===== config.mk =====
export PLATFORM = sky130hd
export DESIGN_NAME = cheri_trvk_mc_flat
export DESIGN_NICKNAME = d
export VERILOG_FILES = /design/src/rtl/cheri_trvk_mc_pkg.sv /design/src/rtl/cheri_trvk_mc_if.sv /design/src/rtl/cheri_trvk_rrarb.sv /design/src/rtl/cheri_trvk_mc.sv /design/src/flat_wrapper.sv
export SDC_FILE = /design/constraint.sdc
export NUM_CORES = 1
export LEC_CHECK = 0
export CAP_MARGIN = 30
export CORE_UTILIZATION = 54
export CTS_CLUSTER_DIAMETER = 60
export DETAILED_ROUTE_END_ITERATION = 16
export GPL_TIMING_DRIVEN = 0
export PLACE_DENSITY = 0.84
export SYNTH_ARGS = -nofsm -noshare
export SYNTH_HDL_FRONTEND = slang
export SYNTH_HIERARCHICAL = 1
export SYNTH_SLANG_ARGS = --single-unit
export TNS_END_PERCENT = 50

===== constraint.sdc =====
create_clock -name clk_i -period 13.15 [get_ports clk_i]
set_clock_uncertainty 0.2 [all_clocks]
set_input_delay 3.945 -clock clk_i [delete_from_list [all_inputs] [get_ports clk_i]]
set_output_delay 3.945 -clock clk_i [all_outputs]
set_load 0.02 [all_outputs]

===== src/rtl/cheri_trvk_mc_pkg.sv =====
// Capability register types and bound helpers shared by the revocation lookup stage.
package cheri_trvk_mc_pkg;

    localparam int unsigned TrvkTagMaxW = 8;

    typedef struct packed {
        logic       valid;
        logic [1:0] top_cor;
        logic [1:0] base_cor;
        logic [4:0] exp;
        logic [8:0] top;
        logic [8:0] base;
        logic [5:0] cperms;
    } reg_cap_t;

    localparam reg_cap_t NULL_REG_CAP = '0;

    typedef struct packed {
        reg_cap_t               cap;
        logic [31:0]            data;
        logic                   err;
        logic [TrvkTagMaxW-1:0] tag;
    } trvk_req_t;

    localparam trvk_req_t NULL_TRVK_REQ = '{cap: NULL_REG_CAP, data: '0, err: 1'b0, tag: '0};

    // Rebuild a full bound from its 9-bit mantissa, the address and the 2-bit correction (01 = +1, 11 = -1).
    function automatic logic [32:0] get_bound33(input logic [8:0] bound, input logic [1:0] cor,
                                                input logic [4:0] exp, input logic [31:0] addr);
        logic [5:0]  sh;
        logic [32:0] mask;
        logic [32:0] cor_val;
        sh   = 6'(exp) + 6'd9;
        mask = {33{1'b1}} << sh;
        case (cor)
            2'b01:   cor_val = 33'd1;
            2'b11:   cor_val = {33{1'b1}};
            default: cor_val = 33'd0;
        endcase
        cor_val = cor_val << sh;
        return (({1'b0, addr} & mask) + cor_val) | ({24'd0, bound} << exp);
    endfunction

    function automatic logic cap_is_sealed(input reg_cap_t cap);
        return (cap.cperms[4:3] == 2'b00) && (|cap.cperms[2:0]);
    endfunction

endpackage


===== src/rtl/cheri_trvk_mc_if.sv =====
// Requester, response and revocation-map port bundle of the lookup stage.
interface cheri_trvk_mc_if
    import cheri_trvk_mc_pkg::*;
#(
    parameter int unsigned NumCh   = 2,
    parameter int unsigned TagW    = 5,
    parameter int unsigned TSMapDW = 32,
    parameter int unsigned TSMapAW = 16
);
    logic                           revoke_en;
    logic [NumCh-1:0]               req_valid;
    logic [NumCh-1:0]               req_ready;
    reg_cap_t [NumCh-1:0]           req_cap;
    logic [NumCh-1:0][31:0]         req_data;
    logic [NumCh-1:0]               req_err;
    logic [NumCh-1:0][TagW-1:0]     req_tag;
    logic [NumCh-1:0]               rsp_valid;
    logic                           rsp_clrtag;
    logic [TagW-1:0]                rsp_tag;
    logic                           tsmap_cs;
    logic [TSMapAW-1:0]             tsmap_addr;
    logic [TSMapDW-1:0]             tsmap_rdata;

    modport master (
        output revoke_en, req_valid, req_cap, req_data, req_err, req_tag, tsmap_rdata,
        input  req_ready, rsp_valid, rsp_clrtag, rsp_tag, tsmap_cs, tsmap_addr
    );

    modport slave (
        input  revoke_en, req_valid, req_cap, req_data, req_err, req_tag, tsmap_rdata,
        output req_ready, rsp_valid, rsp_clrtag, rsp_tag, tsmap_cs, tsmap_addr
    );
endinterface


===== src/rtl/cheri_trvk_rrarb.sv =====
// Round-robin arbiter: grants the first requester at or after the pointer, pointer moves past the winner.
module cheri_trvk_rrarb #(
    parameter int unsigned NumCh = 2,
    parameter int unsigned IdxW  = (NumCh > 1) ? $clog2(NumCh) : 1
) (
    input  logic             clk_i,
    input  logic             rst_i,
    input  logic [NumCh-1:0] i_req,
    output logic [NumCh-1:0] o_gnt,
    output logic [IdxW-1:0]  o_gnt_idx
);
    logic [IdxW-1:0] r_ptr;

    always_comb begin
        logic        w_found;
        int unsigned w_cand;
        o_gnt     = '0;
        o_gnt_idx = '0;
        w_found   = 1'b0;
        w_cand    = 0;
        for (int unsigned i = 0; i < NumCh; i++) begin
            w_cand = 32'(r_ptr) + i;
            if (w_cand >= NumCh) begin
                w_cand = w_cand - NumCh;
            end
            if (!w_found && i_req[IdxW'(w_cand)]) begin
                w_found                = 1'b1;
                o_gnt[IdxW'(w_cand)]   = 1'b1;
                o_gnt_idx              = IdxW'(w_cand);
            end
        end
    end

    always_ff @(posedge clk_i or posedge rst_i) begin
        if (rst_i) begin
            r_ptr <= '0;
        end else if (|o_gnt) begin
            r_ptr <= (o_gnt_idx == IdxW'(NumCh - 1)) ? '0 : o_gnt_idx + IdxW'(1);
        end
    end
endmodule


===== src/rtl/cheri_trvk_mc.sv =====
// Multi-channel revocation lookup: round-robin grant, bitmap word read, fixed three-cycle clear-tag verdict.
module cheri_trvk_mc
    import cheri_trvk_mc_pkg::*;
#(
    parameter logic [31:0] HeapBase  = 32'h8000_0000,
    parameter int unsigned TSMapSize = 1024,
    parameter int unsigned NumCh     = 2,
    parameter int unsigned GranLog2  = 3,
    parameter int unsigned TSMapDW   = 32,
    parameter int unsigned TSMapAW   = 16,
    parameter int unsigned TagW      = 5
) (
    input  logic           clk_i,
    input  logic           rst_i,
    cheri_trvk_mc_if.slave bus
);
    localparam int unsigned IdxW = (NumCh > 1) ? $clog2(NumCh) : 1;
    localparam int unsigned BitW = $clog2(TSMapDW);

    if (NumCh < 1 || NumCh > 8) begin : g_bad_numch
        $error("cheri_trvk_mc: NumCh must be 1..8");
    end
    if (TSMapDW < 8 || TSMapDW > 64 || (TSMapDW & (TSMapDW - 1)) != 0) begin : g_bad_dw
        $error("cheri_trvk_mc: TSMapDW must be a power of two in 8..64");
    end
    if (TagW < 1 || TagW > TrvkTagMaxW) begin : g_bad_tagw
        $error("cheri_trvk_mc: TagW out of range");
    end
    if (TSMapAW < 1 || TSMapAW > 32 || (TSMapAW < 32 && TSMapSize > (1 << TSMapAW))) begin : g_bad_aw
        $error("cheri_trvk_mc: map does not fit the word address width");
    end

    logic [NumCh-1:0] w_gnt;
    logic [IdxW-1:0]  w_gnt_idx;
    trvk_req_t        w_s0_in;

    logic             r_s0_valid;
    trvk_req_t        r_s0_req;
    logic [NumCh-1:0] r_s0_ch;

    logic [32:0]      w_bound;
    logic [31:0]      w_off;
    logic [31:0]      w_gran;
    logic [31:0]      w_widx;
    logic [BitW-1:0]  w_bit;
    logic             w_check;

    logic             r_s1_valid;
    logic             r_s1_check;
    logic [BitW-1:0]  r_s1_bit;
    logic [TagW-1:0]  r_s1_tag;
    logic [NumCh-1:0] r_s1_ch;

    logic [NumCh-1:0] r_rsp_valid;
    logic             r_rsp_clr;
    logic [TagW-1:0]  r_rsp_tag;

    cheri_trvk_rrarb #(.NumCh(NumCh), .IdxW(IdxW)) u_rrarb (
        .clk_i,
        .rst_i,
        .i_req     (bus.req_valid),
        .o_gnt     (w_gnt),
        .o_gnt_idx (w_gnt_idx)
    );

    assign bus.req_ready = rst_i ? '0 : w_gnt;

    always_comb begin
        w_s0_in      = NULL_TRVK_REQ;
        w_s0_in.cap  = bus.req_cap[w_gnt_idx];
        w_s0_in.data = bus.req_data[w_gnt_idx];
        w_s0_in.err  = bus.req_err[w_gnt_idx];
        w_s0_in.tag  = TrvkTagMaxW'(bus.req_tag[w_gnt_idx]);
    end

    // A base below the heap wraps to a huge word index and fails the range test.
    assign w_bound = get_bound33(r_s0_req.cap.base, r_s0_req.cap.base_cor, r_s0_req.cap.exp, r_s0_req.data);
    assign w_off   = w_bound[31:0] - HeapBase;
    assign w_gran  = w_off >> GranLog2;
    assign w_widx  = w_gran >> BitW;
    assign w_bit   = w_gran[BitW-1:0];
    assign w_check = r_s0_valid & ~r_s0_req.err & r_s0_req.cap.valid & ~cap_is_sealed(r_s0_req.cap)
                   & (w_widx < TSMapSize) & bus.revoke_en;

    assign bus.tsmap_cs   = w_check;
    assign bus.tsmap_addr = w_check ? w_widx[TSMapAW-1:0] : '0;

    always_ff @(posedge clk_i or posedge rst_i) begin
        if (rst_i) begin
            r_s0_valid  <= 1'b0;
            r_s0_req    <= NULL_TRVK_REQ;
            r_s0_ch     <= '0;
            r_s1_valid  <= 1'b0;
            r_s1_check  <= 1'b0;
            r_s1_bit    <= '0;
            r_s1_tag    <= '0;
            r_s1_ch     <= '0;
            r_rsp_valid <= '0;
            r_rsp_clr   <= 1'b0;
            r_rsp_tag   <= '0;
        end else begin
            r_s0_valid <= |w_gnt;
            r_s0_ch    <= w_gnt;
            if (|w_gnt) begin
                r_s0_req <= w_s0_in;
            end
            r_s1_valid  <= r_s0_valid;
            r_s1_check  <= w_check;
            r_s1_bit    <= w_bit;
            r_s1_tag    <= r_s0_req.tag[TagW-1:0];
            r_s1_ch     <= r_s0_ch;
            r_rsp_valid <= r_s1_valid ? r_s1_ch : '0;
            r_rsp_clr   <= r_s1_valid & r_s1_check & bus.tsmap_rdata[r_s1_bit];
            r_rsp_tag   <= r_s1_valid ? r_s1_tag : '0;
        end
    end

    assign bus.rsp_valid  = r_rsp_valid;
    assign bus.rsp_clrtag = r_rsp_clr;
    assign bus.rsp_tag    = r_rsp_tag;

    logic w_unused;
    assign w_unused = ^{w_bound[32], r_s0_req.cap.top, r_s0_req.cap.top_cor, r_s0_req.cap.cperms[5], r_s0_req.tag};
endmodule


===== src/flat_wrapper.sv =====
// flat-port wrapper written by rule: the top's interface ports become plain ports
module cheri_trvk_mc_flat import cheri_trvk_mc_pkg::*;
#(
    parameter logic [31:0] HeapBase  = 32'h8000_0000,
    parameter int unsigned TSMapSize = 1024,
    parameter int unsigned NumCh     = 2,
    parameter int unsigned GranLog2  = 3,
    parameter int unsigned TSMapDW   = 32,
    parameter int unsigned TSMapAW   = 16,
    parameter int unsigned TagW      = 5
)
  (clk_i, rst_i, bus_revoke_en, bus_req_valid, bus_req_cap, bus_req_data, bus_req_err, bus_req_tag, bus_tsmap_rdata, bus_req_ready, bus_rsp_valid, bus_rsp_clrtag, bus_rsp_tag, bus_tsmap_cs, bus_tsmap_addr);
  cheri_trvk_mc_if #(.NumCh(NumCh), .TagW(TagW), .TSMapDW(TSMapDW), .TSMapAW(TSMapAW)) bus_i ();
  input  logic clk_i;
  input  logic rst_i;
  input wire logic [$bits(bus_i.revoke_en)-1:0] bus_revoke_en;
  input wire logic [$bits(bus_i.req_valid)-1:0] bus_req_valid;
  input wire logic [$bits(bus_i.req_cap)-1:0] bus_req_cap;
  input wire logic [$bits(bus_i.req_data)-1:0] bus_req_data;
  input wire logic [$bits(bus_i.req_err)-1:0] bus_req_err;
  input wire logic [$bits(bus_i.req_tag)-1:0] bus_req_tag;
  input wire logic [$bits(bus_i.tsmap_rdata)-1:0] bus_tsmap_rdata;
  output wire logic [$bits(bus_i.req_ready)-1:0] bus_req_ready;
  output wire logic [$bits(bus_i.rsp_valid)-1:0] bus_rsp_valid;
  output wire logic [$bits(bus_i.rsp_clrtag)-1:0] bus_rsp_clrtag;
  output wire logic [$bits(bus_i.rsp_tag)-1:0] bus_rsp_tag;
  output wire logic [$bits(bus_i.tsmap_cs)-1:0] bus_tsmap_cs;
  output wire logic [$bits(bus_i.tsmap_addr)-1:0] bus_tsmap_addr;
  assign bus_i.revoke_en = bus_revoke_en;
  assign bus_i.req_valid = bus_req_valid;
  assign bus_i.req_cap = bus_req_cap;
  assign bus_i.req_data = bus_req_data;
  assign bus_i.req_err = bus_req_err;
  assign bus_i.req_tag = bus_req_tag;
  assign bus_i.tsmap_rdata = bus_tsmap_rdata;
  assign bus_req_ready = bus_i.req_ready;
  assign bus_rsp_valid = bus_i.rsp_valid;
  assign bus_rsp_clrtag = bus_i.rsp_clrtag;
  assign bus_rsp_tag = bus_i.rsp_tag;
  assign bus_tsmap_cs = bus_i.tsmap_cs;
  assign bus_tsmap_addr = bus_i.tsmap_addr;
  cheri_trvk_mc #(.HeapBase(HeapBase), .TSMapSize(TSMapSize), .NumCh(NumCh), .GranLog2(GranLog2), .TSMapDW(TSMapDW), .TSMapAW(TSMapAW), .TagW(TagW)) u_core (.clk_i(clk_i), .rst_i(rst_i), .bus(bus_i));
endmodule

Yosys cells after proc, flatten, opt, wreduce, memory -nomap -nowiden
Index checks and enable logic that the tools add are counted.
{ "word_totals": {"register_bits": 86, "in_bits": 181, "output_inout_bits": 27, "word_cells": 91} }
{ "op_classes": {"add_sub_neg": 7, "n_lt_le_gt_ge": 9, "eq_ne": 2, "shifts": 3, "muxes": 31, "n_bitwise": 12, "n_reduce_logical": 8} }
{ "op_table": {"columns": ["operator", "n"], "rows": [
  ["$mux 34", 2],
  ["$pmux 33 s2", 1],
  ["$mux 32", 2],
  ["$shl 33x6->32", 1],
  ["$shl 33x6->32 const A", 1],
  ["$add 32x32->32", 1],
  ["$and 32x32->32", 1],
  ["$or 32x32->32", 1],
  ["$shl 9x5->32", 1],
  ["$sub 32x32->32 const B", 1],
  ["$lt 24x11->1 const B", 1],
  ["$mux 16", 1],
  ["$mux 1", 15],
  ["$mux 5", 3],
  ["$mux 2", 4],
  ["$and 1x1->1", 7],
  ["$add 5x4->6 const B", 1],
  ["$lt 1x2->1 const B", 3],
  ["$lt 5x6->1 const B", 1],
  ["$bmux 1 s5", 1],
  ["$logic_and 1x1->1", 4],
  ["$reduce_or 3->1", 1],
  ["$add 1x1->2 const B", 1],
  ["$demux 1 s1", 2],
  ["other kinds (12)", 15]
]} }

Longest topological paths before layout
Gate-level depths: netlist of the first run.
{ "logic_depth": {"depth_word": 10, "ltp_mapped": 22, "ltp_nobuf": 18} }

By module
The synthesis of the first run kept the hierarchy.
{ "modules_own_cells": {"columns": ["mod", "instances", "cells_per_inst", "area_each_um2", "seq_area_each_um2"], "rows": [
  ["cheri_trvk_mc", 1, 957, 7581.0, 2127.0],
  ["cheri_trvk_rrarb", 1, 8, 73.8, 25.0]
]} }

Least setup slack after synthesis of the first run
No wires, ideal clock.
{ "synth_timing": {"path_kind": "in2out", "startpoint": "input bus_revoke_en", "endpoint": "output bus_tsmap_addr[3]", "t_arrival_ps": 6381, "required_time_ps": 9005, "setup_slack_ps": 2624, "cell_stages": 8, "path_buffers": 0, "path_cell_list": "nand4b_1 nor2_1 o2111ai_1 or4_1 or4b_1 nor4_1 nand4_1 nor4b_1"} }
{ "synth_between": {"elab_chain_len": 2} }
{ "synth_rtl": {"columns": ["item", "line_no", "text"], "rows": [
  ["start, declared", "flat_wrapper.sv:16", "input wire logic [$bits(bus_i.revoke_en)-1:0] bus_revoke_en;"],
  ["$and 1x1->1", "cheri_trvk_mc.sv:83", "& (w_widx < TSMapSize) & bus.revoke_en;"],
  ["$mux 16", "cheri_trvk_mc.sv:86", "assign bus.tsmap_addr = w_check ? w_widx[TSMapAW-1:0] : '0;"],
  ["end, declared", "flat_wrapper.sv:28", "output wire logic [$bits(bus_i.tsmap_addr)-1:0] bus_tsmap_addr;"]
]} }
No other way between the ends.

Worst setup path after layout of the first run
{ "layout_timing": {"startpoint": "input bus_revoke_en", "endpoint": "output bus_tsmap_cs"} }
{ "layout_between": {"elab_chain_len": 1} }
{ "layout_rtl": {"columns": ["item", "line_no", "text"], "rows": [
  ["$and 1x1->1", "cheri_trvk_mc.sv:83", null],
  ["end, declared", "flat_wrapper.sv:27", "output wire logic [$bits(bus_i.tsmap_cs)-1:0] bus_tsmap_cs;"]
]} }
No other way between the ends.

==> results.json, run 1 <==
{
  "synth.distinct_cells": 75,
  "synth-edff-count": 0,
  "worstSetupEndpointType": "output port",
  "io_pins": 208,
  "pwr-share-comb": 0.550,
  "yosysSeqAreaShare": 0.2811,
  "synthSimpleGateAreaFrac": 0.2272,
  "die-width_um": 121.1,
  "stdcell_area_sq_um": 10000,
  "setup_viol": 0,
  "swShare": 0.4592,
  "htree_levels": 3,
  "arrival_ns": 7.55,
  "die_area_sq_um": 14660,
  "postCtsSetupRepairBufs": 0,
  "leakagePower_nw": 4.018,
  "cts-hold-fix-buffers": 0,
  "worst_pin_slew_ns": 0.7782,
  "outcome": "complete, no violations",
  "clock_path_buffers": 2,
  "synth_seq_cells": 86,
  "ant_nets": 0,
  "ys.flop_type": "dfrtp_1",
  "synth_xor_area_frac": 0.02860,
  "num_rows": 43,
  "grt_usage": 0.3348,
  "grt_max_degree": 44,
  "nNetsFinal": 1375,
  "synthCells": 965,
  "intPower_uw": 710.8,
  "diodes": 0,
  "critical_path_required_ns": 9.01,
  "antenna_found_initial": 0,
  "min_period_over_period": 0.8893,
  "period_minus_slack_ns": 11.69,
  "startpoint_type": "input port",
  "finalSetupTns_ns": 0,
  "area_growth_syn_to_layout_pct": 30.65,
  "syn_avg_cell_area_sq_um": 7.932,
  "synth_top_family_by_area": "simple AND/OR/NAND/NOR gates",
  "wirelength_um": 23860,
  "synth_fa_ha_area_frac": 0.05557,
  "drc_errors": 0,
  "drt_iter0_drc": 774,
  "clk_pin_slew_ns": 0.07,
  "power_frac_seq": 0.255,
  "die_h_um": 121.1,
  "rsz0062_at_grt": "false",
  "num_vias": 8132,
  "worstSkewPairLatency_ns": 0.35,
  "ys_warn_count": 6,
  "cts_made_buffers": 9,
  "drtPass1Iterations": 5,
  "post_cts_resized": 0,
  "cts_tree": "yes",
  "avgRoutedWirePerCell_um": 17.74,
  "power.switching_uw": 603.6,
  "start_util": 0.5515,
  "async_flop_share": 1.000,
  "slew_headroom": 0.4812,
  "cts.sink_count": 86,
  "cts-root-buf": "clkbuf_16",
  "overflow": 0,
  "grt_pass1_wl_um": 38150,
  "gp_congestion": 1.001,
  "dp_hpwl_um": 19000,
  "finalHoldViolCount": 0,
  "clock.fmax_ghz": 0.08552,
  "p_per_area_nw_per_um2": 131.4,
  "drive_gt1_frac": 0.05494,
  "clockPowerShare": 0.195,
  "fin_ws_ns": 1.456,
  "synth_mux_area_frac": 0.1380,
  "core_sq_um": 13880,
  "placed_area_sq_um": 9697,
  "peakVddDrop_mv": 0.08192,
  "post-place-ws_ns": 1.479,
  "worstPathMaxFanout": 10,
  "critical_path_class": "input port to output port",
  "syn_area_sq_um": 7655,
  "grt_pass1_vias": 7478,
  "synth-compound-area-share": 0.2171,
  "io_buffers": 177,
  "routed_via_density": 6.046,
  "maxCapViolations": 0,
  "hold_class": "register to register",
  "slew_viol_final": 0
}
==> layer usage <==
| layer | vias up | global-route usage | wire [um] |
|---|---|---|---|
| li1 | 3875 | - | - |
| met1 | 3769 | 0.4508 | 10040 |
| met3 | 56 | 0.04511 | 2042 |
| met4 | 0 | 0.1265 | 747 |
| met5 | - | 0 | 0 |
| met2 | 432 | 0.5461 | 11030 |
==> cell usage in the layout, fill, tap and decap left out, drive strengths merged, types with 6 or more instances in the layout <==
cell           count
dfrtp             86
a21oi            140
xor2               8
o21a               7
inv               20
nor3              14
nand3             18
a211oi            10
nor2b             12
xnor2             17
clkbuf            69
and3              19
nor2             120
and2              15
nor4              16
ha                34
conb               6
clkdlybuf4s50    177
nand2b             7
nand2             93
buf               19
o21ai             55
nand4             14
mux2               7
mux2i             74
o22ai              9
mux4              10
o31ai              6
a21boi             6
==> power groups by stage <==
stage | clock, mW | combinational [mW] | sequential (mW)
global route | 0.269 | 0.787 | 0.339
floorplan | 0 | 0.491 | 0.332
global placement | 0 | 0.691 | 0.337
CTS | 0.260 | 0.704 | 0.334
finish | 0.256 | 0.723 | 0.335
detailed placement | 0 | 0.698 | 0.339
==> logic make-up after synthesis <==
kind of cell	Yosys count
compound gates	281
xor+xnor	25
fa+ha+maj	34
buf+inv	95
flops	86
mux	91
other cells	1
simple gates	352
==> worst paths after layout <==
path                                                  from                               to  slack (ns)  cells after the start
min                            u_core/r_s0_ch[1]$_DFF_PP0_      u_core/r_s1_ch[1]$_DFF_PP0_        0.15                      0
min in group asynchronous                            rst_i       asynchronous set/reset pin        3.65                      2
min reg2reg                    u_core/r_s0_ch[1]$_DFF_PP0_      u_core/r_s1_ch[1]$_DFF_PP0_        0.15                      0
max in group asynchronous                            rst_i  u_core/bus.rsp_clrtag$_DFF_PP0_        8.25                      3
max reg2reg                u_core/r_s0_req[67]$_DFFE_PP0P_      u_core/r_s1_check$_DFF_PP0_        6.34                     21
max                                          bus_revoke_en                     bus_tsmap_cs        1.46                     11
==> cells in the mapped netlist (all sizes together), types with 17 or more instances <==
cell type | instances | area, sq um
and3 | 19 | 118.9
o21ai | 55 | 275.3
nand2 | 93 | 349.1
a21oi | 140 | 700.7
clkbuf | 60 | 225.2
buf | 17 | 105.1
dfrtp | 86 | 2152
nand3 | 18 | 90.09
inv | 18 | 67.56
mux2i | 74 | 740.7
xnor2 | 17 | 148.9
ha | 34 | 425.4
nor2 | 120 | 450.4
==> stage by stage <==
stage | hold slack (ns) | utilization | power (mW) | std cells
global placement | 0.1333 | 0.6967 | 1.028 | 1327
detailed placement | 0.1373 | 0.6986 | 1.037 | 1329
global route | 0.1618 | 0.7205 | 1.396 | 1345
CTS | 0.1558 | 0.7205 | 1.298 | 1345
floorplan | 0.1312 | - | 0.8229 | 970
finish | 0.1527 | 0.7205 | 1.314 | 1345
==> area by class of cell <==
cell class / instances / area [sq um]
multi-input combinational: 789 / 5124
fill: 1165 / 3880
sequential: 86 / 2152
timing repair buffer: 179 / 1795
buffer: 77 / 330.3
clock buffer: 9 / 225.2
tap: 180 / 225.2
clock inverter: 7 / 78.83
inverter: 18 / 70.07
==> critical path: stages <==
cell	delay, ns
clkdlybuf4s50_1	0.45
nand4b_1	0.10
nor2_1	0.25
o2111ai_1	0.16
or4_1	0.52
or4b_1	0.55
nor4_1	0.28
nand4_1	0.18
buf_6	0.20
nor3_1	0.25
clkdlybuf4s50_1	0.66
==> state kept, by name (all words and copies together) (netlist names), named ones only <==
signal and cells:
u_core/bus.rsp_valid 2, u_core/r_s1_bit 5, u_core/r_s1_ch 2, u_core/r_s1_check 1, u_core/r_s0_valid 1, u_core/r_s0_req 60, u_core/r_s1_tag 5, u_core/r_s0_ch 2
u_core/r_s1_valid 1, u_core/bus.rsp_clrtag 1, u_core/bus.rsp_tag 5
(Power assumes the default switching activity.)
==> run 2: changes to the inputs <==
HOLD_SLACK_MARGIN = 0.05   (was unset)
==> results of run 2 <==
The final DEF is identical to that of run 1; final timing and power are the same.
==> run 3: changes to the inputs <==
CORE_MARGIN = 2   (was unset)
==> results.json, run 3 (synthesis results as in run 1) <==
{
  "antenna_found_initial": 1,
  "utilization": 0.7211,
  "clock.fmax_ghz": 0.08538,
  "grt_usage": 0.3355,
  "crit_path_cell_trace": "clkdlybuf4s50_1 -> nand4b_1 -> nor2_1 -> o2111ai_1 -> or4_1 -> or4b_1 -> nor4_1 -> nand4_1 -> buf_6 -> nor4_2 -> clkdlybuf4s50_1",
  "finalSetupTns_ns": 0,
  "worst_pin_slew_ns": 0.8093,
  "mostFrequentLayoutCells": "clkdlybuf4s50_1, a21oi_1, nor2_1",
  "met3WireLength_um": 2141,
  "clk_pin_slew_ns": 0.07,
  "critical_path_required_ns": 9.01,
  "hold_class": "register to register",
  "cts_made_buffers": 9,
  "ant_nets": 0,
  "rsz0062_at_grt": "false",
  "setup_viol": 0,
  "routed_via_density": 6.141,
  "io_buffers": 177,
  "stdcell_area_sq_um": 10010,
  "cts-hold-fix-buffers": 0,
  "cts.sink_count": 86,
  "htree_levels": 3,
  "drtPass1Iterations": 6,
  "met1Wirelength_um": 10030,
  "core_sq_um": 13880,
  "post-place-ws_ns": 1.402,
  "finalHoldViolCount": 0,
  "num_rows": 43,
  "start_util": 0.5515,
  "die-width_um": 123.1,
  "crit_buf_inv": 3,
  "clock_path_buffers": 2,
  "dp_hpwl_um": 19680,
  "peakVddDrop_mv": 0.08438,
  "slew_headroom": 0.4605,
  "grt_pass1_vias": 7861,
  "largest_register_ffs": 60,
  "outcome": "complete, no violations",
  "nNetsFinal": 1375,
  "drc_errors": 0,
  "cpPeakStageDelay_ns": 0.65,
  "grt_pass1_wl_um": 39370,
  "top_register": "u_core/r_s0_req",
  "critical_path_class": "input port to output port",
  "fin_ws_ns": 1.438,
  "power_mw": 1.330,
  "cts-root-buf": "clkbuf_16",
  "worstSetupEndpointType": "output port",
  "layout_commonest_cell": "clkdlybuf4s50_1",
  "die_h_um": 123.1,
  "postCtsSetupRepairBufs": 0,
  "wl_met2_um": 11720,
  "overflow": 0,
  "placed_area_sq_um": 9704,
  "area_growth_syn_to_layout_pct": 30.76,
  "maxCapViolations": 0,
  "post_cts_resized": 0,
  "gp_congestion": 0.9596,
  "p_per_area_nw_per_um2": 132.8,
  "period_minus_slack_ns": 11.71,
  "diodes": 0,
  "slew_viol_final": 0,
  "wirelength_um": 24880,
  "avgRoutedWirePerCell_um": 18.50,
  "io_pins": 208,
  "arrival_ns": 7.57,
  "grt_max_degree": 52,
  "worst_path_most_repeated_cell": "clkdlybuf4s50_1",
  "cpMaxStageDelayCell": "clkdlybuf4s50_1",
  "leakagePower_nw": 4.033,
  "worstSkewPairLatency_ns": 0.35,
  "num_vias": 8260,
  "die_area_sq_um": 15140,
  "cts_tree": "yes",
  "drive_gt1_frac": 0.05494,
  "min_period_over_period": 0.8907,
  "startpoint_type": "input port",
  "crit_family": "simple AND/OR/NAND/NOR gates",
  "top_layer": "met4",
  "worstPathMaxFanout": 10,
  "drt_iter0_drc": 937
}
[run 3: cell count changes in the layout (fill, tap and decap cells not counted), sizes merged]
cell	change
clkinvlp	-2
bufinv	+1
inv	+1
[run 3: layout make-up]
class / count / area (sq um)
Buffer: 77 / 330.3
Clock buffer: 9 / 225.2
Clock inverter: 7 / 80.08
Fill cell: 1161 / 3871
Inverter: 18 / 70.07
Multi-Input combinational cell: 789 / 5124
Sequential cell: 86 / 2152
Tap cell: 180 / 225.2
Timing Repair Buffer: 179 / 1803
[run 3: worst paths after layout]
path	start	endpoint	slack [ns]	cells past startpoint
max in group asynchronous	rst_i	u_core/bus.rsp_clrtag$_DFF_PP0_	8.32	3
min in group asynchronous	rst_i	asynchronous set/reset pin	3.65	2
setup reg to reg	u_core/r_s0_req[67]$_DFFE_PP0P_	u_core/r_s1_check$_DFF_PP0_	6.37	21
hold reg to reg	u_core/r_s0_ch[1]$_DFF_PP0_	u_core/r_s1_ch[1]$_DFF_PP0_	0.15	0
setup / recovery	bus_revoke_en	bus_tsmap_addr[5]	1.44	11
hold / removal	u_core/r_s0_ch[1]$_DFF_PP0_	u_core/r_s1_ch[1]$_DFF_PP0_	0.15	0
[run 3: worst reg2reg max path, delay by kind of cell (launching register included)]
family	cells	cell delay [ns]
adder cells (fa/ha/maj)	1	0.16
flip-flops	1	0.41
AND/OR/NAND/NOR	8	2.17
XOR/XNOR	2	0.62
buffers and inverters	7	2.29
AO/OA/AOI/OAI	3	0.83
[run 3: power by group]
| group | switching, mW | internal (mW) |
|---|---|---|
| Sequential | 0.0305 | 0.306 |
| Clock | 0.115 | 0.150 |
| Combinational | 0.457 | 0.271 |
| Total | 0.603 | 0.727 |
[run 3: per-layer routing]
layer | GRT usage | up-vias
li1 | - | 3880
met1 | 0.4264 | 3845
met2 | 0.5677 | 467
met3 | 0.04613 | 68
met4 | 0.1527 | 0
met5 | 0 | -
[run 3: stage by stage]
step / instances / hold WS [ns]
finish: 1345 / 0.1517
floorplan: 970 / 0.1312
global placement: 1327 / 0.1326
global route: 1345 / 0.1572
CTS: 1345 / 0.1542
detailed placement: 1329 / 0.1385
